`src/rtl/uart_tx_scheduler_pkg.sv`:
```
// Shared types for the UART flit transmit scheduler: flit/byte containers and FSM state.
package uart_tx_scheduler_pkg;

   localparam int FLIT_WIDTH = 64;

   typedef logic [FLIT_WIDTH-1:0] flit_t;
   typedef logic [7:0]            uart_byte_t;

   typedef enum logic {
      IDLE = 1'b0,
      SEND = 1'b1
   } sched_state_e;

endpackage

```
`src/rtl/uart_tx_scheduler_rr_arbiter.sv`:
```
// Combinational round-robin pick: first asserted request after rr_ptr_i, wrapping at NUM_REQ.
module uart_tx_scheduler_rr_arbiter #(
   parameter int NUM_REQ = 2
) (
   input  logic [NUM_REQ-1:0]         req_i,
   input  logic [$clog2(NUM_REQ)-1:0] rr_ptr_i,
   output logic [NUM_REQ-1:0]         grant_o,
   output logic [$clog2(NUM_REQ)-1:0] idx_o
);

   localparam int IDW = $clog2(NUM_REQ);

   int   cand;
   logic found;

   always_comb begin
      grant_o = '0;
      idx_o   = '0;
      found   = 1'b0;
      cand    = 0;
      for (int k = 1; k <= NUM_REQ; k++) begin
         cand = (int'(rr_ptr_i) + k) % NUM_REQ;
         if (!found && req_i[IDW'(cand)]) begin
            found                = 1'b1;
            grant_o[IDW'(cand)]  = 1'b1;
            idx_o                = IDW'(cand);
         end
      end
   end

endmodule

```
`src/rtl/uart_tx_scheduler.sv`:
```
// Grants one flit source round-robin and streams its latched flit MSB byte first to uart_tx.
module uart_tx_scheduler #(
   parameter int NUM_REQ    = 2,
   parameter int FLIT_WIDTH = uart_tx_scheduler_pkg::FLIT_WIDTH
) (
   input  logic                            clk,
   input  logic                            rst,
   input  logic [NUM_REQ-1:0]              req_valid,
   input  logic [NUM_REQ*FLIT_WIDTH-1:0]   req_flit,
   output logic [NUM_REQ-1:0]              req_ready,
   output uart_tx_scheduler_pkg::uart_byte_t tx_data,
   output logic                            tx_valid,
   input  logic                            tx_ready,
   output logic                            busy,
   output logic [$clog2(NUM_REQ)-1:0]      grant_id
);

   import uart_tx_scheduler_pkg::*;

   localparam int FLIT_BYTES = FLIT_WIDTH / 8;
   localparam int IDW        = $clog2(NUM_REQ);
   localparam int BW         = (FLIT_BYTES > 1) ? $clog2(FLIT_BYTES) : 1;

   sched_state_e            state_q, state_d;
   logic [FLIT_WIDTH-1:0]   shreg_q, shreg_d;
   uart_byte_t              data_q, data_d;
   logic [BW-1:0]           idx_q, idx_d;
   logic [IDW-1:0]          grant_q, grant_d;
   logic [IDW-1:0]          ptr_q, ptr_d;

   logic [NUM_REQ-1:0]      arb_oh;
   logic [IDW-1:0]          arb_idx;
   logic [FLIT_WIDTH-1:0]   win_flit;

   uart_tx_scheduler_rr_arbiter #(.NUM_REQ(NUM_REQ)) u_arb (
      .req_i    (req_valid),
      .rr_ptr_i (ptr_q),
      .grant_o  (arb_oh),
      .idx_o    (arb_idx)
   );

   assign win_flit = req_flit[int'(arb_idx)*FLIT_WIDTH +: FLIT_WIDTH];

   always_comb begin
      state_d   = state_q;
      shreg_d   = shreg_q;
      data_d    = data_q;
      idx_d     = idx_q;
      grant_d   = grant_q;
      ptr_d     = ptr_q;
      req_ready = '0;
      case (state_q)
         IDLE: begin
            req_ready = arb_oh;
            if (|arb_oh) begin
               // First byte is loaded straight away so tx_data is valid the cycle after the grant.
               data_d  = win_flit[FLIT_WIDTH-1 -: 8];
               shreg_d = win_flit << 8;
               idx_d   = '0;
               grant_d = arb_idx;
               ptr_d   = arb_idx;
               state_d = SEND;
            end
         end
         SEND: begin
            if (tx_ready) begin
               if (idx_q == BW'(FLIT_BYTES - 1)) begin
                  state_d = IDLE;
               end else begin
                  data_d  = shreg_q[FLIT_WIDTH-1 -: 8];
                  shreg_d = shreg_q << 8;
                  idx_d   = idx_q + BW'(1);
               end
            end
         end
         default: state_d = IDLE;
      endcase
   end

   always_ff @(posedge clk) begin
      if (rst) begin
         state_q <= IDLE;
         shreg_q <= '0;
         data_q  <= '0;
         idx_q   <= '0;
         grant_q <= '0;
         ptr_q   <= IDW'(NUM_REQ - 1);
      end else begin
         state_q <= state_d;
         shreg_q <= shreg_d;
         data_q  <= data_d;
         idx_q   <= idx_d;
         grant_q <= grant_d;
         ptr_q   <= ptr_d;
      end
   end

   assign tx_valid = (state_q == SEND);
   assign busy     = (state_q == SEND);
   assign tx_data  = data_q;
   assign grant_id = grant_q;

endmodule

```
`config.mk`:
```
export PLATFORM = sky130hd
export DESIGN_NAME = uart_tx_scheduler
export DESIGN_NICKNAME = d
export VERILOG_FILES = /design/src/rtl/uart_tx_scheduler_pkg.sv /design/src/rtl/uart_tx_scheduler_rr_arbiter.sv /design/src/rtl/uart_tx_scheduler.sv
export SDC_FILE = /design/constraint.sdc
export NUM_CORES = 1
export LEC_CHECK = 0
export BUFFER_PORTS_ARGS = -buffer_cell sky130_fd_sc_hd__buf_4
export CAP_MARGIN = 20
export CORE_ASPECT_RATIO = 1.2
export CORE_MARGIN = 2
export CORE_UTILIZATION = 53
export DETAILED_ROUTE_END_ITERATION = 10
export PLACE_DENSITY = 0.9
export SYNTH_ARGS = -nofsm -noshare
export SYNTH_HDL_FRONTEND = slang
export SYNTH_SLANG_ARGS = --single-unit
export TNS_END_PERCENT = 20
```
`constraint.sdc`:
```
create_clock -name clk -period 2.8 [get_ports clk]
set_clock_uncertainty 0.1 [all_clocks]
set_input_delay 0.56 -clock clk [delete_from_list [all_inputs] [get_ports clk]]
set_output_delay 0.56 -clock clk [all_outputs]
set_load 0.1 [all_outputs]
```
==> results of run 1 <==
## final timing paths
path,from,to,slack [ns],depth (start not counted)
hold reg to reg,shreg_q[51]$_SDFFE_PP0P_,shreg_q[51]$_SDFFE_PP0P_,0.36,2
setup / recovery,busy$_SDFF_PP0_,shreg_q[49]$_SDFFE_PP0P_,0.37,4
setup reg to reg,busy$_SDFF_PP0_,shreg_q[49]$_SDFFE_PP0P_,0.37,4
hold / removal,shreg_q[51]$_SDFFE_PP0P_,shreg_q[51]$_SDFFE_PP0P_,0.36,2
## cells in the mapped netlist
cell / number
nor3b_1: 1
dfxtp_1: 70
nand2_1: 10
inv_2: 1
a211oi_1: 56
nand3b_1: 1
nand3_1: 11
buf_4: 2
clkbuf_1: 27
nor2_1: 1
a21oi_1: 12
or3_1: 1
o32ai_1: 56
nand3b_4: 1
ha_1: 2
nand4b_1: 1
clkbuf_2: 1
nor2b_1: 56
conb_1: 1
nand2b_1: 2
a21o_1: 2
inv_1: 56
buf_2: 13
and3b_1: 57
buf_6: 6
## power groups by stage
stage / clock, W / combinational [W] / sequential [W]
after global placement: 0 / 0.000734 / 0.00119
after global routing: 0.000923 / 0.000816 / 0.00119
after floorplan: 0 / 0.000439 / 0.00127
after detailed placement: 0 / 0.000752 / 0.00120
final: 0.000864 / 0.000752 / 0.00118
after CTS: 0.000876 / 0.000757 / 0.00117
## cell usage in the layout (no fill, tap or decap), types with 2 or more instances in the layout
cell type | synthesis | layout
buf_4 | 2 | 142
inv_1 | 56 | 56
clkinv_2 | 0 | 2
nand2_1 | 10 | 10
and3b_1 | 57 | 57
a211oi_1 | 56 | 56
a21oi_1 | 12 | 12
o32ai_1 | 56 | 56
nand3_1 | 11 | 11
ha_1 | 2 | 2
clkbuf_8 | 0 | 13
dfxtp_1 | 70 | 69
nor2b_1 | 56 | 56
## area by class of cell
| type | instances | share of cell area |
|---|---|---|
| clock buffer | 13 | 0.0355 |
| clock inverter | 3 | 0.00794 |
| inverter | 57 | 0.0424 |
| multi-input combinational | 271 | 0.402 |
| sequential | 70 | 0.279 |
| tap | 90 | 0.0223 |
| timing repair buffer | 142 | 0.211 |
## layer usage
layer,global-route usage,part of all wire,vias to the layer above,routed length (µm)
li1,-,-,1825,-
met1,0.282,0.39,1723,3910
met2,0.432,0.52,118,5220
met3,0.0573,0.059,23,593
met4,0.113,0.030,0,298
met5,0,0,-,0
## per-stage QoR
step / instance area (µm²) / total power [W]
floorplan: 3890 / 0.00171
CTS: 5040 / 0.00281
global route: 5040 / 0.00293
detailed placement: 4830 / 0.00195
finish: 5040 / 0.00279
global placement: 4830 / 0.00193
## sequential cells by signal, indices dropped and copies added, names as in the netlist
name / count
busy: 1
grant_id: 1
idx_q: 3
ptr_q: 1
shreg_q: 56
tx_data: 8
## logic make-up (layout without fill, tap and decap cells)
| family | Yosys count | after routing | share of synthesized area |
|---|---|---|---|
| other | 1 | 1 | 0.000963 |
| AND/OR/NAND/NOR | 142 | 142 | 0.259 |
| buffers and inverters | 106 | 215 | 0.120 |
| adder cells (fa/ha/maj) | 2 | 2 | 0.00643 |
| flip-flops | 70 | 70 | 0.360 |
| AO/OA/AOI/OAI | 126 | 126 | 0.253 |
## worst register-to-register path, cell delays in order (launching register included)
cell,delay (ns)
dfxtp_4,0.57
nand3b_4,0.30
inv_2,0.13
or3_2,0.90
o32ai_1,0.31
==> results.tsv, run 1 <==
metric	value	unit
status	completed	
min Tclk post-route	2.43	ns
core area	7190	µm²
grt total ovfl	0	
Post-Syn Instances	447	
clock share of power	0.309	
routed wire length per instance	15.5	µm
final cell count without fillers	646	
Worst-Skew Late Latency	0.34	ns
post-cts resize count	0	
H-tree depth	3	
Area contributors post-synth	dfxtp_1 36%, and3b_1 13%, o32ai_1 13%	
sequential fraction of the synthesis area	0.360	
final hold vios	0	
WP data required	2.93	ns
CP top delay family	simple AND/OR/NAND/NOR gates	
pre-CTS setup slack	0.393	ns
Port Buffers	135	
part of the power in registers	0.421	
antenna diode count	0	
Pint	0.00194	W
DR vias	3689	
Rows	34	
Post-Syn Area	3890	µm²
antenna viol nets, final	0	
Max-Cap Viols	0	
setup TNS	0	ns
Die X	82.2	µm
Mapped Avg Cell Area	8.71	µm²
critical path type	reg2reg	
crit path cell chain	nand3b_4 > inv_2 > or3_2 > o32ai_1	
Routed Wire Length	10000	µm
# DRC	0	
DR pass1 iterations	5	
syn_nets	582	
final setup margin	0.372	ns
Max rail drop VDD	0.000290	V
total number of yosys warnings	0	
RSZ-0062 raised after global routing	false	
CTS clock-pin slew for the worst setup and hold paths	0.07	ns
Root Driver	clkbuf_8	
final core utilization	0.702	
Hold WS	0.357	ns
area leader, netlist	dfxtp_1	
placed cell count	630	
TritonCTS clock tree	yes	
FMAX	0.412	GHz
crit-path max cell delay	0.90	ns
critical path peak fanout	56	
chip height	97.9	µm
Synth-to-Final Area Change	29.6	%
number of CTS-inserted buffers	9	
number of synthesized register bits	70	
period utilization	0.867	
DR iter-0 viols	173	
gpl congestion	0.827	
largest net degree at the start of global routing	83	
via/cell ratio	5.71	
max_slew headroom	0.337	
Setup Viol. Count Final	0	
combinational fraction of design power	0.270	
Critical Path Slowest Stage Cell	or3_2	
path category of the worst min-delay check	reg2reg	
count of cell types in the netlist	25	
vias in the first global route	3558	
GRT Total Usage	0.249	
Pleak	2.33	nW
CP Buf/Inv Count	1	
clk sink count	70	
top cell type's share of synthesized area	0.360	
Slew Limit Fails	0	
startpoint types	flip-flop	
Initial Utilization	0.541	
number of setup buffers added after CTS	0	
Final nets	686	
Least-Margin Pin Slew	0.995	ns
pwr dens	553	nW/µm²
initial antenna violation count	0	
Die Area	8050	µm²
Net Sw Frac	0.306	
cts-stage hold buffer count	0	
maximum root-to-sink buffer count	2	
critical path arrival	2.56	ns
Detailed Place HPWL	6910	µm
first-pass GRT wire length	15700	µm
Multi-input gate area	2030	µm²
Critical Path End Type	flip-flop	
Switch Pwr	0.000853	W
layout cells sized above 1	0.295	
I/O pins	146	
register area	1410	µm²
Layout fillers	561	
Note: power is estimated with default switching activity, not from simulation.
==> run 2, diff against run 1 <==
Settings changed: CORE_MARGIN 2 to not set, PLACE_DENSITY 0.9 to 0.92.
==> run 2 against run 1 <==
Against the previous run: sequential power hardly changed; via count is 1.2% higher; combinational power is 1% higher; utilization is 2.0 points higher; setup slack better by 0.13 ns; die area is 4.4% lower; flip-flop and latch count stayed put; wire length is 1.3% higher; cell count is 0.46% lower; first-iteration DRC count is 1.7% lower; critical path type is now reg2out; largest cell class unchanged.
==> results.tsv, run 2 (synthesis results as in run 1) <==
metric	value	unit	change
status	completed		
vias in the first global route	3538		-0.56%
largest net degree at the start of global routing	83		unchanged
final setup margin	0.499	ns	+0.127 ns
Least-Margin Pin Slew	1.01	ns	+0.0181 ns
grt total ovfl	0		unchanged
Biggest register	shreg_q		
DR vias	3733		+1.2%
CTS clock-pin slew for the worst setup and hold paths	0.07	ns	about the same
register area	1410	µm²	unchanged
TritonCTS clock tree	yes		
antenna viol nets, final	0		unchanged
final hold vios	0		unchanged
critical path arrival	1.64	ns	-0.92 ns
part of the power in registers	0.426		+0.005
startpoint types	flip-flop		
cts-stage hold buffer count	0		unchanged
Largest register FFs	56		unchanged
RSZ-0062 raised after global routing	false		
final core utilization	0.722		+0.0198
pwr dens	548	nW/µm²	-0.93%
initial antenna violation count	0		unchanged
total power	0.00276	W	-1.1%
min Tclk post-route	2.30	ns	-0.127 ns
combinational fraction of design power	0.277		+0.007
Pleak	2.32	nW	-0.17%
Multi-input gate area	2030	µm²	unchanged
DR pass1 iterations	4		-1
gpl congestion	0.811		-2.0%
critical path peak fanout	38		-32%
Max-Cap Viols	0		unchanged
Pint	0.00189	W	-2.4%
DR iter-0 viols	170		-1.7%
antenna diode count	0		unchanged
GRT Total Usage	0.267		+0.0185
# DRC	0		unchanged
Routed Wire Length	10200	µm	+1.3%
Slew Limit Fails	0		unchanged
via/cell ratio	5.81		+1.7%
H-tree depth	3		unchanged
Final nets	686		unchanged
clk sink count	70		unchanged
WP data required	2.14	ns	-0.79 ns
post-cts resize count	0		unchanged
Initial Utilization	0.558		+0.0164
critical path type	reg2out		
Die Area	7690	µm²	-4.4%
most frequent cells in the layout	141 x buf_4, 69 x dfxtp_1, 57 x and3b_1		
period utilization	0.822		-0.0452
max_slew headroom	0.325		-0.0121
chip height	95.9	µm	-2.0%
most common cell after layout, fill and taps aside	buf_4		
core area	6980	µm²	-2.9%
path category of the worst min-delay check	reg2reg		
Setup Viol. Count Final	0		unchanged
Root Driver	clkbuf_8		
pre-CTS setup slack	0.544	ns	+0.151 ns
Max rail drop VDD	0.000330	V	+14%
FMAX	0.435	GHz	+5.5%
Worst-Skew Late Latency	0.35	ns	about the same
setup TNS	0	ns	unchanged
Die X	80.2	µm	-2.4%
number of setup buffers added after CTS	0		unchanged
layout cells sized above 1	0.293		-0.00180
Critical Path End Type	output port		
number of CTS-inserted buffers	9		unchanged
Port Buffers	135		unchanged
Net Sw Frac	0.315		+0.00889
Rows	33		-2.9%
I/O pins	146		unchanged
Layout fillers	537		-4.3%
Detailed Place HPWL	6950	µm	+0.58%
routed wire length per instance	15.8	µm	+1.8%
maximum root-to-sink buffer count	2		unchanged
Switch Pwr	0.000868	W	+1.7%
clock share of power	0.297		-0.012
first-pass GRT wire length	15900	µm	+1.2%
Synth-to-Final Area Change	29.3	%	
## run 2: cell count changes in the layout (fill, tap and decap cells not counted)
cell / delta
clkinv_2: +1
clkbuf_8: -2
buf_4: -1
clkbuf_1: +1
buf_12: +1
## run 2: metal layers
| metal | track usage | vias up | share of wire | wire length (µm) |
|---|---|---|---|---|
| met2 | 0.488 | 118 | 0.52 | 5300 |
| met1 | 0.304 | 1772 | 0.41 | 4150 |
| met4 | 0.0878 | 0 | 0.021 | 218 |
| li1 | - | 1827 | - | - |
| met3 | 0.0654 | 16 | 0.048 | 485 |
| met5 | 0 | - | 0 | 0 |
## run 2: metrics by stage
stage	instance area, µm²	hold WS (ns)	instances
6_report	5030	0.355	643
5_1_grt	5030	0.370	643
4_1_cts	5030	0.356	643
3_5_place_dp	4830	0.346	627
3_3_place_gp	4830	0.341	627
2_1_floorplan	3890	0.333	447
## run 2: layout make-up
class                           instances  area share
Clock inverter                          4     0.00895
Tap cell                               87      0.0216
Sequential cell                        70       0.279
Clock buffer                           12      0.0308
Inverter                               57      0.0425
Timing Repair Buffer                  142       0.214
Multi-Input combinational cell        271       0.403
## run 2: worst max-delay path: stages, from the launching register on
cell and delay (ns):
dfxtp_4 0.45, nand3b_4 0.30, inv_2 0.21, buf_4 0.32
## run 2: final timing paths
check	depth (start not counted)	from	endpoint	slack (ns)
worst max-delay path	3	busy$_SDFF_PP0_	req_ready[0]	0.50
worst min-delay path	2	shreg_q[39]$_SDFFE_PP0P_	shreg_q[39]$_SDFFE_PP0P_	0.35
worst max register to register	5	busy$_SDFF_PP0_	shreg_q[18]$_SDFFE_PP0P_	0.52
worst min register to register	2	shreg_q[39]$_SDFFE_PP0P_	shreg_q[39]$_SDFFE_PP0P_	0.35
## run 2: power groups by stage
stage                     Sequential [W]  Combinational [W]  Clock, W
final                            0.00118           0.000763  0.000819
after global routing             0.00119           0.000823  0.000872
after CTS                        0.00118           0.000765  0.000825
after detailed placement         0.00120           0.000761         0
after global placement           0.00119           0.000739         0
after floorplan                  0.00127           0.000439         0
==> run 3, diff against run 2 <==
Settings changed: CORE_UTILIZATION 53 to 45, PLACE_DENSITY 0.92 to 0.84.
Clock period 2.8 ns to 1.9 ns, I/O delays scaled along.
==> run 3 against run 2 <==
Against the previous run: critical path depth shrank 1; global-route usage fell by 4.4 points; sequential share of layout area decreased by 1.3 points; first-iteration DRC count shrank 24%; via count shrank 1.4%.
==> results.tsv, run 3 (synthesis results as in run 1) <==
metric	value	unit	change
min Tclk post-route	1.87	ns	
most common cell after layout, fill and taps aside	buf_4		
Synth-to-Final Area Change	35.7	%	
critical path type	reg2out		
vias in the first global route	3381		-4.4%
Port Buffers	135		unchanged
DR iter-0 viols	129		-24%
Root Driver	clkbuf_8		
crit path from	busy$_SDFF_PP0_		
final cell count without fillers	679		+5.6%
I/O pins	146		unchanged
period utilization	0.984		
Initial Utilization	0.472		-0.0856
critical path peak fanout	51		+34%
number of setup buffers added after CTS	0		unchanged
Largest register FFs	56		unchanged
max_slew headroom	0.632		+0.307
Max rail drop VDD	0.000365	V	+10%
chip height	104	µm	+8.3%
Critical Path End Type	output port		
status	completed		
Layout fillers	728		+36%
via/cell ratio	5.42		-6.6%
gpl congestion	0.818		+0.89%
Die Area	9030	µm²	+17%
final setup margin	0.0308	ns	-0.468 ns
core area	8240	µm²	+18%
initial antenna violation count	0		unchanged
Pleak	2.42	nW	+4.2%
critical path arrival	1.39	ns	-0.25 ns
final hold vios	0		unchanged
antenna diode count	0		unchanged
DR pass1 iterations	4		unchanged
most frequent cells in the layout	144 x buf_4, 69 x dfxtp_1, 57 x and3b_1		
grt total ovfl	0		unchanged
pwr dens	806	nW/µm²	+47%
GRT Total Usage	0.224		-0.0436
DR vias	3680		-1.4%
Rows	36		+9.1%
startpoint types	flip-flop		
largest net degree at the start of global routing	65		-22%
H-tree depth	3		unchanged
Worst R2R Path Depth	6		+1
flop2flop setup slack	0.06	ns	-0.46 ns
placed cell count	662		+5.6%
Max-Cap Viols	0		unchanged
pre-CTS setup slack	0.00614	ns	-0.538 ns
first-pass GRT wire length	15900	µm	+0.26%
antenna viol nets, final	0		unchanged
worst r2r dst	shreg_q[17]$_SDFFE_PP0P_		
final core utilization	0.641		-0.0808
RSZ-0062 raised after global routing	true		
clk sink count	70		unchanged
TritonCTS clock tree	yes		
Setup Viol. Count Final	0		unchanged
Detailed Place HPWL	7050	µm	+1.5%
CTS clock-pin slew for the worst setup and hold paths	0.07	ns	about the same
WP data required	1.42	ns	-0.72 ns
# DRC	0		unchanged
Routed Wire Length	10600	µm	+4.0%
FMAX	0.535	GHz	
Least-Margin Pin Slew	0.552	ns	-0.461 ns
routed wire length per instance	15.6	µm	-1.5%
Worst-Skew Late Latency	0.34	ns	about the same
maximum root-to-sink buffer count	2		unchanged
Final nets	695		+1.3%
Die X	86.9	µm	+8.3%
number of CTS-inserted buffers	9		unchanged
Worst Setup EP	tx_valid		
Biggest register	shreg_q		
Slew Limit Fails	0		unchanged
worst r2r src	idx_q[0]$_SDFFE_PP0P_		
layout cells sized above 1	0.317		+0.0236
path category of the worst min-delay check	in2reg		
run 3: layout make-up:
cell class	count	area [µm²]	share of cell area
sequential	70	1410	0.266
timing repair buffer	151	1210	0.230
inverter	57	214	0.0405
clock inverter	4	70.1	0.0133
tap	114	143	0.0270
clock buffer	12	145	0.0275
multi-input combinational	271	2090	0.396
run 3: what timing repair did:
action | in CTS | in global routing
gates cloned | 0 | 1
resized for setup | 4 | 8
pin swaps | 0 | 1
hold endpoints to repair | 0 | 0
endpoints found under the setup margin | 5 | 59
hold buffers | 0 | 0
run 3: power by group:
part	leakage [nW]	internal [W]	switching, W	total [W]
combinational	1.73	0.000549	0.000679	0.00123
clock	0.110	0.000772	0.000542	0.00131
sequential	0.575	0.00163	0.0000918	0.00172
run 3: layer usage:
metal  track usage  share of wire  up-vias
met5             0              0        -
met4        0.0631          0.011        0
met3        0.0421          0.061       10
met2         0.386           0.51      126
met1         0.280           0.42     1702
li1              -              -     1842
run 3: worst min path at each step:
stage	start	to	slack, ns	cells after the start
after floorplan	shreg_q[16]$_SDFFE_PP0P_	shreg_q[16]$_SDFFE_PP0P_	0.33	2
after global placement	shreg_q[50]$_SDFFE_PP0P_	shreg_q[50]$_SDFFE_PP0P_	0.34	2
after detailed placement	tx_data[6]$_SDFFE_PP0P_	tx_data[6]$_SDFFE_PP0P_	0.35	2
after CTS	req_flit[0]	shreg_q[8]$_SDFFE_PP0P_	0.18	3
after global routing	req_flit[5]	shreg_q[13]$_SDFFE_PP0P_	0.18	3
final	req_flit[6]	shreg_q[14]$_SDFFE_PP0P_	0.18	3
run 3: per-stage QoR:
step | area [µm²] | hold WS (ns) | total power, W | setup TNS, ns
floorplan | 3900 | 0.333 | 0.00252 | 0
global placement | 4970 | 0.340 | 0.00289 | 0
detailed placement | 4970 | 0.345 | 0.00292 | 0
CTS | 5200 | 0.179 | 0.00423 | 0
global route | 5280 | 0.181 | 0.00445 | -0.0675
finish | 5280 | 0.181 | 0.00426 | 0
run 3: critical path: stages (launching register included):
cell and delay [ns]:
dfxtp_4 0.38, buf_6 0.30, buf_4 0.36
